File: config.mk
export PLATFORM = sky130hd
export DESIGN_NAME = pipeline_ctrl_flat
export DESIGN_NICKNAME = d
export VERILOG_FILES = /design/src/rtl/pipeline_ctrl_pkg.sv /design/src/rtl/pipeline_ctrl_if.sv /design/src/rtl/pipeline_ctrl_ex_mc_counter.sv /design/src/rtl/pipeline_ctrl.sv /design/src/flat_wrapper.sv
export SDC_FILE = /design/constraint.sdc
export NUM_CORES = 1
export LEC_CHECK = 0
export CORE_MARGIN = 8
export CORE_UTILIZATION = 49
export CTS_CLUSTER_DIAMETER = 200
export DETAILED_ROUTE_END_ITERATION = 8
export HOLD_SLACK_MARGIN = 0.15
export PLACE_DENSITY = 0.81
export SLEW_MARGIN = 10
export SYNTH_ARGS = -nofsm -noshare
export SYNTH_HDL_FRONTEND = slang
export SYNTH_HIERARCHICAL = 1
export SYNTH_SLANG_ARGS = --single-unit
File: constraint.sdc
create_clock -name clk -period 3.15 [get_ports clk]
set_input_delay 0.63 -clock clk [delete_from_list [all_inputs] [get_ports clk]]
set_output_delay 0.63 -clock clk [all_outputs]
set_load 0.005 [all_outputs]
File: src/rtl/pipeline_ctrl_pkg.sv
// Shared stall codes, reset level and EX-counter state type for the pipeline stall controller.
// The priority encoder lives here so the top level and any checker agree on the codes.
package pipeline_ctrl_pkg;

  localparam logic RST_ENABLE = 1'b1;

  localparam logic [5:0] STALL_NONE = 6'b000000;
  localparam logic [5:0] STALL_IF   = 6'b000011;
  localparam logic [5:0] STALL_ID   = 6'b000111;
  localparam logic [5:0] STALL_EX   = 6'b001111;
  localparam logic [5:0] STALL_MEM  = 6'b011111;

  typedef enum logic {
    EX_IDLE = 1'b0,
    EX_BUSY = 1'b1
  } ex_state_t;

  // Later stages win: a stall in stage k freezes every stage before it.
  function automatic logic [5:0] stall_code(input logic mem, input logic ex,
                                            input logic id, input logic fetch);
    if (mem)        return STALL_MEM;
    else if (ex)    return STALL_EX;
    else if (id)    return STALL_ID;
    else if (fetch) return STALL_IF;
    else            return STALL_NONE;
  endfunction

endpackage

File: src/rtl/pipeline_ctrl_if.sv
// Request/response bundle between the pipeline stages and the stall controller.
// mem_req/mem_ack: an access completes in the cycle mem_ack=1; until then MEM is stalled.
interface pipeline_ctrl_if
  import pipeline_ctrl_pkg::*;
#(
  parameter int CNT_W = 6
);
  logic             stallreq_if;
  logic             stallreq_id;
  logic             ex_mc_start;
  logic [CNT_W-1:0] ex_mc_cycles;
  logic             mem_req;
  logic             mem_ack;
  logic [5:0]       stall;
  logic             ex_mc_busy;
  logic             ex_mc_done;
  logic             mem_wait;
  logic             mem_timeout;
  ex_state_t        ex_state;

  modport master (
    output stallreq_if, stallreq_id, ex_mc_start, ex_mc_cycles, mem_req, mem_ack,
    input  stall, ex_mc_busy, ex_mc_done, mem_wait, mem_timeout, ex_state
  );

  modport slave (
    input  stallreq_if, stallreq_id, ex_mc_start, ex_mc_cycles, mem_req, mem_ack,
    output stall, ex_mc_busy, ex_mc_done, mem_wait, mem_timeout, ex_state
  );
endinterface

File: src/rtl/pipeline_ctrl_ex_mc_counter.sv
// EX multi-cycle op tracker: accepts a start, counts down N cycles, pulses done once.
// freeze holds the count and suppresses done while a later stage is stalled.
module pipeline_ctrl_ex_mc_counter
  import pipeline_ctrl_pkg::*;
#(
  parameter int CNT_W = 6
) (
  input  logic             clk,
  input  logic             rst,
  input  logic             start,
  input  logic [CNT_W-1:0] cycles,
  input  logic             freeze,
  output logic             busy,
  output logic             done,
  output logic             ex_stall,
  output ex_state_t        state
);

  ex_state_t        state_n;
  logic [CNT_W-1:0] cnt_q;
  logic [CNT_W-1:0] cnt_n;

  always_ff @(posedge clk) begin
    if (rst == RST_ENABLE) begin
      state <= EX_IDLE;
      cnt_q <= '0;
    end else begin
      state <= state_n;
      cnt_q <= cnt_n;
    end
  end

  // The start cycle itself counts as cycle 1, so the counter is loaded with N-2.
  always_comb begin
    state_n  = state;
    cnt_n    = cnt_q;
    done     = 1'b0;
    ex_stall = 1'b0;
    case (state)
      EX_IDLE: begin
        if (start && !freeze) begin
          if (cycles <= CNT_W'(1)) begin
            done = 1'b1;
          end else begin
            ex_stall = 1'b1;
            cnt_n    = cycles - CNT_W'(2);
            state_n  = EX_BUSY;
          end
        end
      end
      EX_BUSY: begin
        if (!freeze) begin
          if (cnt_q != '0) begin
            ex_stall = 1'b1;
            cnt_n    = cnt_q - CNT_W'(1);
          end else begin
            done    = 1'b1;
            state_n = EX_IDLE;
          end
        end
      end
      default: state_n = EX_IDLE;
    endcase
  end

  assign busy = (state == EX_BUSY);

endmodule

File: src/rtl/pipeline_ctrl.sv
// Stall vector producer: merges IF/ID/EX/MEM stall requests, tracks the MEM wait
// with an optional timeout, and hosts the EX multi-cycle counter.
module pipeline_ctrl
  import pipeline_ctrl_pkg::*;
#(
  parameter int CNT_W  = 6,
  parameter int MEM_TO = 255
) (
  input logic           clk,
  input logic           rst,
  pipeline_ctrl_if.slave bus
);

  localparam int              TO_W    = (MEM_TO > 1) ? $clog2(MEM_TO) : 1;
  localparam logic [TO_W-1:0] TO_LAST = TO_W'((MEM_TO > 0) ? MEM_TO - 1 : 0);
  localparam logic            TO_EN   = (MEM_TO > 0);

  logic            mem_wait_q;
  logic [TO_W-1:0] to_cnt_q;
  logic            mem_pending;
  logic            timeout;
  logic            mem_stall;
  logic            run;
  logic            ex_busy;
  logic            ex_done;
  logic            ex_stall;
  ex_state_t       ex_state;

  assign run         = (rst != RST_ENABLE);
  assign mem_pending = (bus.mem_req | mem_wait_q) & ~bus.mem_ack;
  assign timeout     = TO_EN & mem_wait_q & ~bus.mem_ack & (to_cnt_q == TO_LAST);
  // A timed-out access releases the pipeline in the same cycle it is abandoned.
  assign mem_stall   = mem_pending & ~timeout;

  always_ff @(posedge clk) begin
    if (rst == RST_ENABLE) begin
      mem_wait_q <= 1'b0;
      to_cnt_q   <= '0;
    end else begin
      mem_wait_q <= mem_stall;
      if (mem_wait_q && !bus.mem_ack && !timeout) to_cnt_q <= to_cnt_q + TO_W'(1);
      else                                        to_cnt_q <= '0;
    end
  end

  pipeline_ctrl_ex_mc_counter #(.CNT_W(CNT_W)) u_ex_mc_counter (
    .clk      (clk),
    .rst      (rst),
    .start    (bus.ex_mc_start),
    .cycles   (bus.ex_mc_cycles),
    .freeze   (mem_stall),
    .busy     (ex_busy),
    .done     (ex_done),
    .ex_stall (ex_stall),
    .state    (ex_state)
  );

  assign bus.stall       = run ? stall_code(mem_stall, ex_stall, bus.stallreq_id, bus.stallreq_if)
                               : STALL_NONE;
  assign bus.ex_mc_busy  = run & ex_busy;
  assign bus.ex_mc_done  = run & ex_done;
  assign bus.mem_wait    = run & mem_stall;
  assign bus.mem_timeout = run & timeout;
  assign bus.ex_state    = ex_state;

endmodule

File: src/flat_wrapper.sv
// flat-port wrapper written by rule: the top's interface ports become plain ports
module pipeline_ctrl_flat import pipeline_ctrl_pkg::*;
#(
  parameter int CNT_W  = 6,
  parameter int MEM_TO = 255
)
  (clk, rst, bus_stallreq_if, bus_stallreq_id, bus_ex_mc_start, bus_ex_mc_cycles, bus_mem_req, bus_mem_ack, bus_stall, bus_ex_mc_busy, bus_ex_mc_done, bus_mem_wait, bus_mem_timeout, bus_ex_state);
  pipeline_ctrl_if #(.CNT_W(CNT_W)) bus_i ();
  input logic clk;
  input logic rst;
  input wire logic [$bits(bus_i.stallreq_if)-1:0] bus_stallreq_if;
  input wire logic [$bits(bus_i.stallreq_id)-1:0] bus_stallreq_id;
  input wire logic [$bits(bus_i.ex_mc_start)-1:0] bus_ex_mc_start;
  input wire logic [$bits(bus_i.ex_mc_cycles)-1:0] bus_ex_mc_cycles;
  input wire logic [$bits(bus_i.mem_req)-1:0] bus_mem_req;
  input wire logic [$bits(bus_i.mem_ack)-1:0] bus_mem_ack;
  output wire logic [$bits(bus_i.stall)-1:0] bus_stall;
  output wire logic [$bits(bus_i.ex_mc_busy)-1:0] bus_ex_mc_busy;
  output wire logic [$bits(bus_i.ex_mc_done)-1:0] bus_ex_mc_done;
  output wire logic [$bits(bus_i.mem_wait)-1:0] bus_mem_wait;
  output wire logic [$bits(bus_i.mem_timeout)-1:0] bus_mem_timeout;
  output wire logic [$bits(bus_i.ex_state)-1:0] bus_ex_state;
  assign bus_i.stallreq_if = bus_stallreq_if;
  assign bus_i.stallreq_id = bus_stallreq_id;
  assign bus_i.ex_mc_start = bus_ex_mc_start;
  assign bus_i.ex_mc_cycles = bus_ex_mc_cycles;
  assign bus_i.mem_req = bus_mem_req;
  assign bus_i.mem_ack = bus_mem_ack;
  assign bus_stall = bus_i.stall;
  assign bus_ex_mc_busy = bus_i.ex_mc_busy;
  assign bus_ex_mc_done = bus_i.ex_mc_done;
  assign bus_mem_wait = bus_i.mem_wait;
  assign bus_mem_timeout = bus_i.mem_timeout;
  assign bus_ex_state = bus_i.ex_state;
  pipeline_ctrl #(.CNT_W(CNT_W), .MEM_TO(MEM_TO)) u_core (.clk(clk), .rst(rst), .bus(bus_i));
endmodule
==> metrics.cfg <==
[status]
status = finished, final reports clean

[clock_network]
cts-root-buf = clkbuf_4
cts_buffers = 3
cts.path.max_buffers = 2
cts_hold_buf = 0
clock_latency_ps = 290
htreeDepth = 1
cts_num_sinks = 16
tritoncts = done
clk_pin_slew_ps = 90

[placement]
place_worst_setup_slack_ps = -305
dp_hpwl_um = 2020
gp_congestion = 0.840
port_buffers = 22

[global_route]
antenna_found_initial = 0
grt_max_degree = 19
grt.overflow.total = 0
grt_pass1_wl_um = 4350
globalRouteTotalUtil_pct = 12.9
grt_pass1_vias = 1047

[yosys]
synth_flop_cell = dfxtp_1
yosys_warnings = 6
yosysSeqAreaShare_pct = 29.7
ys_seq_elements = 16
yosysTopAreaCell = dfxtp_1
yosys-top-cells-area = dfxtp_1, nor2_1, ha_1
netlist.area_leader.share_pct = 29.7
synthArstFlopShare_pct = 0
synth_area_per_cell_sq_um = 8.55
syn_inst = 126
synth_area_sq_um = 1080
synth.distinct_cells = 47
syn_nets = 144
synth_edf_count = 0

[worst_setup_path]
cp_slowest_stage_delay_ps = 450
worstPathArrival_ps = 2420
startpoint = bus_mem_req
crit_family = buffers and inverters
cp_slowest_cell = clkdlybuf4s50_1
path_cells = clkdlybuf4s50_1, nor2_1, a311o_1, inv_2, nor2_1, o211ai_4, and2_4, inv_2, buf_4, inv_1, a21oi_2, dlygate4sd2_1
end_kind = output pin
cp.required_ps = 2520
critPathBufInv = 6
path_class = in -> out
worst-path-max-fanout = 3
worstReg2RegStart = u_core/to_cnt_q[0]$_SDFF_PP0_
crit_path_start_kind = primary input

[floorplan]
die_x_um = 62.9
ios = 24
placementRows = 17
die-area_sq_um = 3960
die_y_um = 62.9
core_sq_um = 2150
start_util_pct = 50.1

[timing]
min_period_ps = 3050
setup_viol = 0
finalClockSkew_ps = 8.98
final_max_slew_viol_count = 0
setup_slack_ps = 96.7
max_freq_mhz = 328
finalCritPeriodShare_pct = 96.9
setup_tns_ps = 0
hold_violations = 0

[route]
drt_first_iter_violations = 41
ant_nets = 0
drc = 0
routed_wl_um = 2560
first_pass_iters = 4
detail_route.wl_per_cell_um = 13.7
vias = 1017
via_per_inst = 5.44

[power_and_ir_drop]
p_leak_nw = 0.620
power_w = 0.000549
vdd_drop_max_v = 0.000238
p_per_area_nw_per_um2 = 378

[worst_hold_path]
worstHoldStart = u_core/to_cnt_q[0]$_SDFF_PP0_
hold_class = reg -> reg

[final_layout]
nFillCells = 185
layout_commonest_cell = nor2_1
syn_to_final_growth_pct = 34.8
drive_gt1_share_pct = 23.9
diodes = 0
mostFrequentLayoutCells = nor2_1, buf_4, dfxtp_1
nets = 178

[run]
drv_cap = 0

-- final cells by class --
cell class,instances,area [sq um],share of cell area (%)
multi-input cells,92,689,47.5
repair buffers,37,333,22.9
flip-flops and latches,16,322,22.1
inverters,10,37.5,2.58
clock buffers,4,36.3,2.50
well taps,28,35.0,2.41
-- cells by family (layout without fill, tap and decap cells) --
group	count (synthesis)	count (layout)	synth area share, %
and+or+nand+nor	44	44	23.3
AOI/OAI and AO/OA	36	36	27.3
buffers and inverters	18	51	8.36
DFF	16	16	29.7
adders and majority gates	5	5	5.81
xor gates and xnor gates	5	5	4.07
other	1	1	0.348
muxes	1	1	1.05
-- registers in the layout, summed over array words and instances, names as in the netlist --
register / count
u_core/u_ex_mc_counter/cnt_q: 6
u_core/u_ex_mc_counter/busy: 1
u_core/mem_wait_q: 1
u_core/to_cnt_q: 8
-- path summary, 6_finish.rpt --
path / depth (start not counted) / end / slack [ps]
worst max-delay path: 12 / bus_stall[3] / 100
worst min-delay path: 1 / u_core/to_cnt_q[0]$_SDFF_PP0_ / 430
worst max register to register: 10 / u_core/u_ex_mc_counter/cnt_q[0]$_SDFFE_PP0P_ / 1090
worst min register to register: 1 / u_core/to_cnt_q[0]$_SDFF_PP0_ / 430
-- synth_stat cells, types with 3 or more instances --
cell	n
and3_1	3
ha_1	5
dfxtp_1	16
nor2_1	17
xnor2_1	3
nor2b_1	3
nor3_1	4
o32ai_1	4
buf_4	4
nand2b_1	4
inv_1	9
a21oi_1	10
clkbuf_1	3
-- metal layers --
layer / vias up / part of all wire [%] / GRT usage [%]
met4: 0 / 0.86 / 4.27
met3: 2 / 2.1 / 2.51
met5: - / 0 / 0
met1: 491 / 42 / 12.8
li1: 519 / - / -
met2: 5 / 55 / 25.6
-- where the power goes --
group | switching (W) | internal [W]
Sequential | 0.0000143 | 0.000214
Combinational | 0.0000832 | 0.0000979
Clock | 0.0000689 | 0.0000703
-- metrics by stage --
stage | std cells | instance area [sq um] | util [%] | hold WS, ps
CTS | 186 | 1440 | 67.0 | 478
finish | 187 | 1450 | 67.6 | 429
detailed placement | 181 | 1380 | 64.1 | 455
floorplan | 126 | 1080 | - | 426
global route | 187 | 1450 | 67.6 | 451
global placement | 181 | 1380 | 64.1 | 440
-- what timing repair did --
item,4_1_cts,5_1_grt
gates cloned,0,0
setup endpoints to repair,5,5
gates resized for setup,11,7
pin swaps,2,4
setup buffers,1,1
No activity file was read; power rests on OpenSTA's default activity.
